File: config.mk
export PLATFORM = sky130hd
export DESIGN_NAME = decodificador_servo_3
export DESIGN_NICKNAME = d
export VERILOG_FILES = /design/src/rtl/servo_pkg.sv /design/src/rtl/detector_borda.sv /design/src/rtl/decodificador_servo_3.sv
export SDC_FILE = /design/constraint.sdc
export NUM_CORES = 1
export LEC_CHECK = 0
export ABC_AREA = 0
export CORE_MARGIN = 8
export CORE_UTILIZATION = 50
export DETAILED_ROUTE_END_ITERATION = 6
export PLACE_DENSITY = 0.8
export SYNTH_ARGS = -nofsm -noshare
export SYNTH_HDL_FRONTEND = slang
export SYNTH_HIERARCHICAL = 1
export SYNTH_SLANG_ARGS = --single-unit
File: constraint.sdc
create_clock -name clock -period 4.3 [get_ports clock]
set_input_delay 0.43 -clock clock [delete_from_list [all_inputs] [get_ports clock]]
set_output_delay 0.43 -clock clock [all_outputs]
set_load 0.05 [all_outputs]
File: src/rtl/servo_pkg.sv
// Shared servo timing defaults and FSM state encodings.
// Used by the servo PWM decoder and its controller counterpart.
package servo_pkg;

    localparam int unsigned CICLOS_BASE     = 50_000;
    localparam int unsigned CICLOS_PASSO    = 6_250;
    localparam int unsigned CICLOS_TIMEOUT  = 1_250_000;
    localparam int unsigned CICLOS_MAX_ALTO = 150_000;

    localparam int unsigned LARGURA_W = 18;
    localparam int unsigned PERIODO_W = 21;

    typedef enum logic [1:0] {
        ESPERA_BAIXO  = 2'b00,
        ESPERA_SUBIDA = 2'b01,
        MEDE_ALTO     = 2'b10,
        DECODIFICA    = 2'b11
    } estado_t;

    // Boundary between position j-1 and j, half a step below the nominal width.
    function automatic logic [31:0] limiar(
        input int unsigned base,
        input int unsigned passo,
        input int unsigned j
    );
        return base + j * passo - passo / 2;
    endfunction

endpackage

File: src/rtl/detector_borda.sv
// Two-flop synchronizer for the PWM line plus rise/fall pulses.
// Edges are suppressed until the pipeline holds real samples after reset.
module detector_borda (
    input  logic clock,
    input  logic reset,
    input  logic pwm,
    output logic nivel,
    output logic subida,
    output logic descida,
    output logic pronto
);

    logic       sync1_q;
    logic       sync2_q;
    logic       ant_q;
    logic [2:0] vld_q;

    always_ff @(posedge clock) begin
        if (reset) begin
            sync1_q <= 1'b0;
            sync2_q <= 1'b0;
            ant_q   <= 1'b0;
            vld_q   <= 3'b000;
        end else begin
            sync1_q <= pwm;
            sync2_q <= sync1_q;
            ant_q   <= sync2_q;
            vld_q   <= {vld_q[1:0], 1'b1};
        end
    end

    assign pronto  = vld_q[2];
    assign nivel   = sync2_q;
    assign subida  = pronto & sync2_q & ~ant_q;
    assign descida = pronto & ~sync2_q & ant_q;

endmodule

File: src/rtl/decodificador_servo_3.sv
// Servo PWM decoder: measures the high width of each pulse and maps it
// to a 3-bit position, flagging out-of-range, stuck-high and lost signal.
module decodificador_servo_3 #(
    parameter int unsigned CICLOS_BASE     = servo_pkg::CICLOS_BASE,
    parameter int unsigned CICLOS_PASSO    = servo_pkg::CICLOS_PASSO,
    parameter int unsigned CICLOS_TIMEOUT  = servo_pkg::CICLOS_TIMEOUT,
    parameter int unsigned CICLOS_MAX_ALTO = servo_pkg::CICLOS_MAX_ALTO
) (
    input  logic       clock,
    input  logic       reset,
    input  logic       pwm,
    output logic [2:0] posicao,
    output logic       valido,
    output logic       erro,
    output logic       sem_sinal,
    output logic [1:0] db_estado
);

    import servo_pkg::*;

    localparam logic [LARGURA_W-1:0] MAX_ALTO = LARGURA_W'(CICLOS_MAX_ALTO);
    localparam logic [PERIODO_W-1:0] TIMEOUT  = PERIODO_W'(CICLOS_TIMEOUT);
    localparam logic [31:0] T_MIN = limiar(CICLOS_BASE, CICLOS_PASSO, 0);
    localparam logic [31:0] T_MAX = limiar(CICLOS_BASE, CICLOS_PASSO, 8);

    logic nivel;
    logic subida;
    logic descida;
    logic pronto;

    detector_borda u_borda (
        .clock   (clock),
        .reset   (reset),
        .pwm     (pwm),
        .nivel   (nivel),
        .subida  (subida),
        .descida (descida),
        .pronto  (pronto)
    );

    estado_t              estado_q, estado_d;
    logic [LARGURA_W-1:0] largura_q, largura_d;
    logic [PERIODO_W-1:0] periodo_q, periodo_d;
    logic [2:0]           posicao_q, posicao_d;
    logic                 valido_q, valido_d;
    logic                 erro_q, erro_d;
    logic                 sem_q, sem_d;

    logic [31:0] largura_ext;
    logic        em_faixa;
    logic [2:0]  pos_calc;

    // Position is the number of thresholds crossed; no division needed.
    always_comb begin
        largura_ext = {{(32 - LARGURA_W){1'b0}}, largura_q};
        em_faixa    = (largura_ext >= T_MIN) && (largura_ext < T_MAX);
        pos_calc    = 3'd0;
        for (int unsigned j = 1; j < 8; j++) begin
            if (largura_ext >= limiar(CICLOS_BASE, CICLOS_PASSO, j)) begin
                pos_calc = pos_calc + 3'd1;
            end
        end
    end

    always_comb begin
        estado_d  = estado_q;
        largura_d = largura_q;
        periodo_d = periodo_q;
        posicao_d = posicao_q;
        valido_d  = 1'b0;
        erro_d    = erro_q;
        sem_d     = sem_q;

        if (subida) begin
            periodo_d = '0;
        end else begin
            if (periodo_q < TIMEOUT) begin
                periodo_d = periodo_q + 1'b1;
            end
            if (periodo_q >= TIMEOUT) begin
                sem_d = 1'b1;
            end
        end

        unique case (estado_q)
            ESPERA_BAIXO: begin
                if (pronto && !nivel) begin
                    estado_d = ESPERA_SUBIDA;
                end
            end
            ESPERA_SUBIDA: begin
                if (subida) begin
                    estado_d  = MEDE_ALTO;
                    largura_d = LARGURA_W'(1);
                end
            end
            MEDE_ALTO: begin
                if (descida) begin
                    estado_d = DECODIFICA;
                end else if (largura_q >= MAX_ALTO) begin
                    erro_d   = 1'b1;
                    estado_d = ESPERA_BAIXO;
                end else if (nivel) begin
                    largura_d = largura_q + 1'b1;
                end
            end
            DECODIFICA: begin
                estado_d = ESPERA_SUBIDA;
                if (em_faixa) begin
                    posicao_d = pos_calc;
                    valido_d  = 1'b1;
                    erro_d    = 1'b0;
                    sem_d     = 1'b0;
                end else begin
                    erro_d = 1'b1;
                end
            end
            default: estado_d = ESPERA_BAIXO;
        endcase
    end

    always_ff @(posedge clock) begin
        if (reset) begin
            estado_q  <= ESPERA_BAIXO;
            largura_q <= '0;
            periodo_q <= '0;
            posicao_q <= 3'd0;
            valido_q  <= 1'b0;
            erro_q    <= 1'b0;
            sem_q     <= 1'b0;
        end else begin
            estado_q  <= estado_d;
            largura_q <= largura_d;
            periodo_q <= periodo_d;
            posicao_q <= posicao_d;
            valido_q  <= valido_d;
            erro_q    <= erro_d;
            sem_q     <= sem_d;
        end
    end

    assign posicao   = posicao_q;
    assign valido    = valido_q;
    assign erro      = erro_q;
    assign sem_sinal = sem_q;
    assign db_estado = estado_q;

endmodule

* Word level (Yosys, flattened, before mapping)
Index checks and enable logic that the tools add are counted.
** Storage, ports and cells
- Register bits after elaboration :: 53
- Input port bits :: 3
** Operators by class
- Add/sub/neg operators :: 8
- Magnitude comparators :: 12
- Equal/unequal tests :: 10
- Multiplexer cells :: 27
- Bitwise operators :: 7
- Reductions and logical operators :: 12
** Operators with widths (count)
- 18-bit by 17-bit greater-or-equal comparator with 1-bit output (second input constant) :: 5
- 18-bit 2-to-1 mux :: 4
- 18-bit by 16-bit greater-or-equal comparator with 1-bit output (second input constant) :: 3
- 18-bit case mux with 2 select lines :: 1
- 21-bit by 1-bit adder with 21-bit output (second input constant) :: 1
- 21-bit greater-or-equal comparator (second input constant) :: 1
- 21-bit less-than comparator (second input constant) :: 1
- 18-bit by 1-bit adder with 18-bit output (second input constant) :: 1
- 3-bit by 1-bit adder with 3-bit output (second input constant) :: 6
- 18-bit greater-or-equal comparator (second input constant) :: 1
- 18-bit by 17-bit less-than comparator with 1-bit output (second input constant) :: 1
- 3-bit 2-to-1 mux :: 6
- 1-bit 2-to-1 mux :: 10
- 2-bit inequality test (second input constant) :: 5
- 2-bit 2-to-1 mux :: 4
- 2-bit case mux with 4 select lines :: 1
- 3-bit AND reduction :: 2
- 5-bit AND reduction :: 1
- 1-bit AND :: 4
- 2-bit == test (second input constant) :: 2
- 2-bit nonzero test :: 2
- 2-bit OR reduction :: 2
- 3-bit inequality test (second input constant) :: 1
- 1-bit inverter :: 3
- other kinds (7) :: 8

* Logic depth before layout (Yosys ltp)
- Depth in word-level cells :: 14
- Depth in mapped cells :: 25

* Cells and area by module
Netlist, hierarchy kept.
** By module, submodules not included
- decodificador_servo_3 :: times used 1, cells an instance 386, area each 3051.7 um^2
- detector_borda :: times used 1, cells an instance 14, area each 172.7 um^2

* Least setup slack after synthesis
OpenSTA, ideal clock, no wires.
- Kind :: reg2reg
- From :: register largura_q[7]
- To :: register posicao_q[2], in the netlist posicao[2]
- Data arrival time :: 3.911 ns
- Required time :: 4.173 ns
- Setup slack :: 0.262 ns
- Stages on the path, launching flop included :: 25
- Buffers on the path :: 1
- Clock period less this slack :: 4.038 ns
- Cells stage by stage :: dfxtp_1 buf_2 nand2_1 nor2_1 nand3_1 o21ai_0 nand4_1 nand2_1 inv_1 ha_1 xor2_1 inv_1 ha_1 a31o_1 a21oi_1 nor2_1 ha_1 nand2_1 o31ai_1 ha_1 nand2_1 xor3_1 xnor2_1 mux2i_1 nor2_1
** On the way
- Cells in the longest elaborated chain, start to end :: 14
** Ends and longest elaborated chain
- start, declared :: RTL line decodificador_servo_3.sv:42 : logic [LARGURA_W-1:0] largura_q, largura_d;
- start signal, assigned :: RTL line decodificador_servo_3.sv:133 : largura_q <= largura_d;
- 18-bit by 16-bit greater-or-equal comparator with 1-bit output :: RTL line decodificador_servo_3.sv:59 : if (largura_ext >= limiar(CICLOS_BASE, CICLOS_PASSO, j)) begin
- 1-bit 2-to-1 mux :: RTL line decodificador_servo_3.sv:59
- 3-bit by 1-bit adder with 3-bit output :: RTL line decodificador_servo_3.sv:60 : pos_calc = pos_calc + 3'd1;
- 3-bit 2-to-1 mux :: RTL line decodificador_servo_3.sv:59
- 3-bit by 1-bit adder with 3-bit output :: RTL line decodificador_servo_3.sv:60
- 3-bit 2-to-1 mux :: RTL line decodificador_servo_3.sv:59
- 3-bit by 1-bit adder with 3-bit output :: RTL line decodificador_servo_3.sv:60
- 3-bit 2-to-1 mux :: RTL line decodificador_servo_3.sv:59
- 3-bit by 1-bit adder with 3-bit output :: RTL line decodificador_servo_3.sv:60
- 3-bit 2-to-1 mux :: RTL line decodificador_servo_3.sv:59
- 3-bit by 1-bit adder with 3-bit output :: RTL line decodificador_servo_3.sv:60
- 3-bit 2-to-1 mux :: RTL line decodificador_servo_3.sv:59
- 3-bit by 1-bit adder with 3-bit output :: RTL line decodificador_servo_3.sv:60
- 3-bit 2-to-1 mux :: RTL line decodificador_servo_3.sv:59
- end signal, assigned :: RTL line decodificador_servo_3.sv:135 : posicao_q <= posicao_d;
- end, declared :: RTL line decodificador_servo_3.sv:44 : logic [2:0] posicao_q, posicao_d;
Parallel ways exist; a longest one is shown, timed or not.
A chain may end at the register's enable or synchronous reset.

* Final worst setup path
- From :: register largura_q[1]
- To :: register posicao_q[1], in the netlist posicao[1]
Same word-level chain as after synthesis.

==> flow_summary.yaml <==
outcome:
  status: "complete, no violations"
pwr:
  p_leak_nw: 1.29
  ir_drop_mv: 0.252
  power_density_nw_per_um2: 268
timing:
  hold_ws_ns: 0.446
  slew_headroom_pct: 56.8
  period_minus_slack_ns: 4.02
  finalHoldViolCount: 0
  fmax_mhz: 249
  fin_skew_ns: 0.0139
  finalCritPeriodShare_pct: 93.6
  fin_tns_setup_ns: 0
  tightest_slew_ns: 0.647
  rsz0062_at_grt: "no"
  drv_slew: 0
  setup_viol: 0
grt:
  grt_pass1_vias: 2694
  grt_max_degree: 22
  gr-total-overflow: 0
  grt_usage_pct: 16.8
  grt_antenna_before_repair: 0
  grt_pass1_wl_mm: 12.5
cts:
  cts.path.max_buffers: 2
  clock_sinks: 53
  cts_tree: "built"
  cts_hold_buffers: 0
  clockRootBuffer: "clkbuf_8"
  clk_pin_slew_worst_paths_ns: 0.10
  worstSkewPairLatency_ns: 0.32
  htree_num_levels: 2
  cts_buffers: 5
routing:
  drt_wl_total_mm: 7.36
  dr_wl_met3_microns: 326
  firstDrtPassIters: 5
  drc: 0
  wire_per_inst_microns: 15.2
  ant_nets: 0
  via_count: 2860
  maxUsedRoutingLayer: "met4"
  met1_length_mm: 3.27
  vias_per_cell: 5.92
  dr.first_iter.drc_count: 158
  wl_met2_mm: 3.55
die:
  die-area_sq_um: 9270
  rows: 29
  start_util_pct: 51.4
  core_sq_um: 6280
  die_h_microns: 96.3
  ios: 11
  die_x_microns: 96.3
synthesis:
  syn-num-nets: 419
  syn_area_sq_um: 3220
  ys_types: 65
  yosysSeqAreaShare_pct: 32.9
  netlist_instances: 400
  ys.flop_type: "dfxtp_1"
  synth_edf_count: 0
  yosys_register_bits: 53
  syn_avg_cell_area_sq_um: 8.06
  synth_warnings: 6
  synth-async-reset-ratio_pct: 0
worst_setup_path:
  crit_path_start_kind: "flop"
  path_max_fanout: 5
  cp.arrival_ns: 4.29
  path_cells: "inv_2 > ha_1 > nand2b_1 > nand2_1 > a21oi_2 > a21oi_2 > nor2_1 > nor2_2 > ha_4 > xor2_2 > inv_1 > ha_1 > a31o_1 > a21oi_2 > nor2_1 > ha_1 > nand2_1 > o31ai_1 > ha_1 > nor2_1 > a2111oi_0 > a22o_1"
  criticalPathCategory: "reg2reg"
  cpPeakStageDelay_ns: 0.50
  cp_top_family: "compound AO/OA/AOI/OAI gates"
  cpMostUsedCell: "ha_1"
  end_kind: "flop"
  crit_required_ns: 4.56
  cp_slowest_cell: "a2111oi_0"
  worst-path-buf-inv: 2
placed_design:
  dp_hpwl_mm: 5.29
  gp_congestion: 0.957
  dp_cells: 474
  port_buffers: 10
flow_run:
  max_cap_violations: 0
layout:
  area.growth.synth_to_final_pct: 10.5
  final_nets: 424
  fin_util_pct: 56.8
  layout.cells.non_filler: 483
  drive_gt1_share_pct: 11.6
  diodes: 0
min_path:
  hp-class: "reg2reg"
cells by family after synthesis:
group | synth area share, %
fa+ha+maj | 6.21
simple gates | 28.1
compound gates | 16.8
mux | 0.310
xor+xnor | 9.97
flops | 32.9
buf+inv | 5.67
worst register-to-register path: cells and delay by family (launching register included):
family          cells  cell delay, ns
compound gates      7            1.35
fa+ha+maj           5            1.31
simple gates        7            0.65
flops               1            0.38
xor+xnor            1            0.17
buf+inv             2            0.11
cells in the mapped netlist, drive strengths merged, types with 6 or more instances:
master / count / area share (%)
xnor2: 23 / 6.2
or2: 7 / 1.4
dfxtp: 53 / 33
o21ai: 10 / 1.6
clkbuf: 11 / 1.3
nand4: 12 / 2.5
buf: 10 / 1.9
nor2: 59 / 7.2
a31oi: 6 / 1.2
ha: 16 / 6.2
nor2b: 8 / 1.6
inv: 20 / 2.3
a21oi: 20 / 3.2
nor3: 14 / 2.2
and3: 6 / 1.2
nand3: 18 / 2.8
nand2: 30 / 3.6
xor2: 11 / 3.0
what timing repair did:
action	4_1_cts	5_1_grt
endpoints found under the setup margin	0	2
buffers inserted	0	1
resized for setup	0	19
sequential cells by signal (all words and copies together), names as in the netlist:
name	flops
sem_sinal	1
largura_q	18
u_borda/nivel	1
db_estado	2
periodo_q	21
posicao	3
valido	1
u_borda/sync1_q	1
erro	1
u_borda/ant_q	1
u_borda/vld_q	3
cell usage in the layout (no fill, tap or decap), types with 3 or more instances in the layout:
cell | Yosys | layout
dfxtp_4 | 0 | 4
a211oi_1 | 4 | 4
xor2_1 | 11 | 10
a21o_1 | 4 | 4
and3_1 | 6 | 6
buf_4 | 0 | 9
and2_1 | 3 | 3
nand4_1 | 11 | 11
a31oi_1 | 6 | 6
ha_1 | 16 | 15
nor2_1 | 57 | 56
o21ai_0 | 6 | 4
nor3_1 | 14 | 14
a21oi_2 | 1 | 4
dfxtp_1 | 53 | 49
nor2b_1 | 8 | 8
nand3_1 | 18 | 18
or2_2 | 4 | 4
xnor2_1 | 23 | 23
clkbuf_8 | 0 | 5
o21a_1 | 3 | 3
a21oi_1 | 19 | 16
clkdlybuf4s50_1 | 0 | 10
or3_1 | 4 | 4
o21ai_1 | 4 | 6
inv_1 | 19 | 18
nand2_1 | 29 | 29
metrics by stage:
| stage | setup WS (ns) | total power [mW] | instance area [sq um] |
|---|---|---|---|
| 5_1_grt | 0.0657 | 0.994 | 3560 |
| 3_3_place_gp | 0.216 | 0.601 | 3380 |
| 3_5_place_dp | 0.0334 | 0.604 | 3380 |
| 6_report | 0.277 | 0.957 | 3560 |
| 4_1_cts | 0.0262 | 0.963 | 3500 |
| 2_1_floorplan | 0.262 | 0.582 | 3220 |
final cells by class:
type	count	area [sq um]
Clock buffer	5	68.8
Sequential cell	53	1080
Inverter	21	78.8
Multi-Input combinational cell	305	2030
Fill cell	554	2710
Timing Repair Buffer	19	168
Clock inverter	3	50.0
Tap cell	77	96.3
layer usage:
metal	up-vias	global-route usage, %
met2	87	28.1
met5	-	0
li1	1409	-
met4	0	6.94
met1	1345	21.1
met3	19	2.57
power by group:
part | leakage, nW | internal, mW | switching, mW
sequential | 0.432 | 0.499 | 0.0104
clock | 0.0603 | 0.179 | 0.183
combinational | 0.801 | 0.0309 | 0.0544
worst paths after layout:
check	from	to	slack, ns	depth (start not counted)
min reg2reg	u_borda/vld_q[0]	u_borda/vld_q[1]	0.45	1
min	u_borda/vld_q[0]	u_borda/vld_q[1]	0.45	1
max	largura_q[1]	posicao[1]	0.28	22
max reg2reg	largura_q[1]	posicao[1]	0.28	22
(Power assumes the default switching activity.)
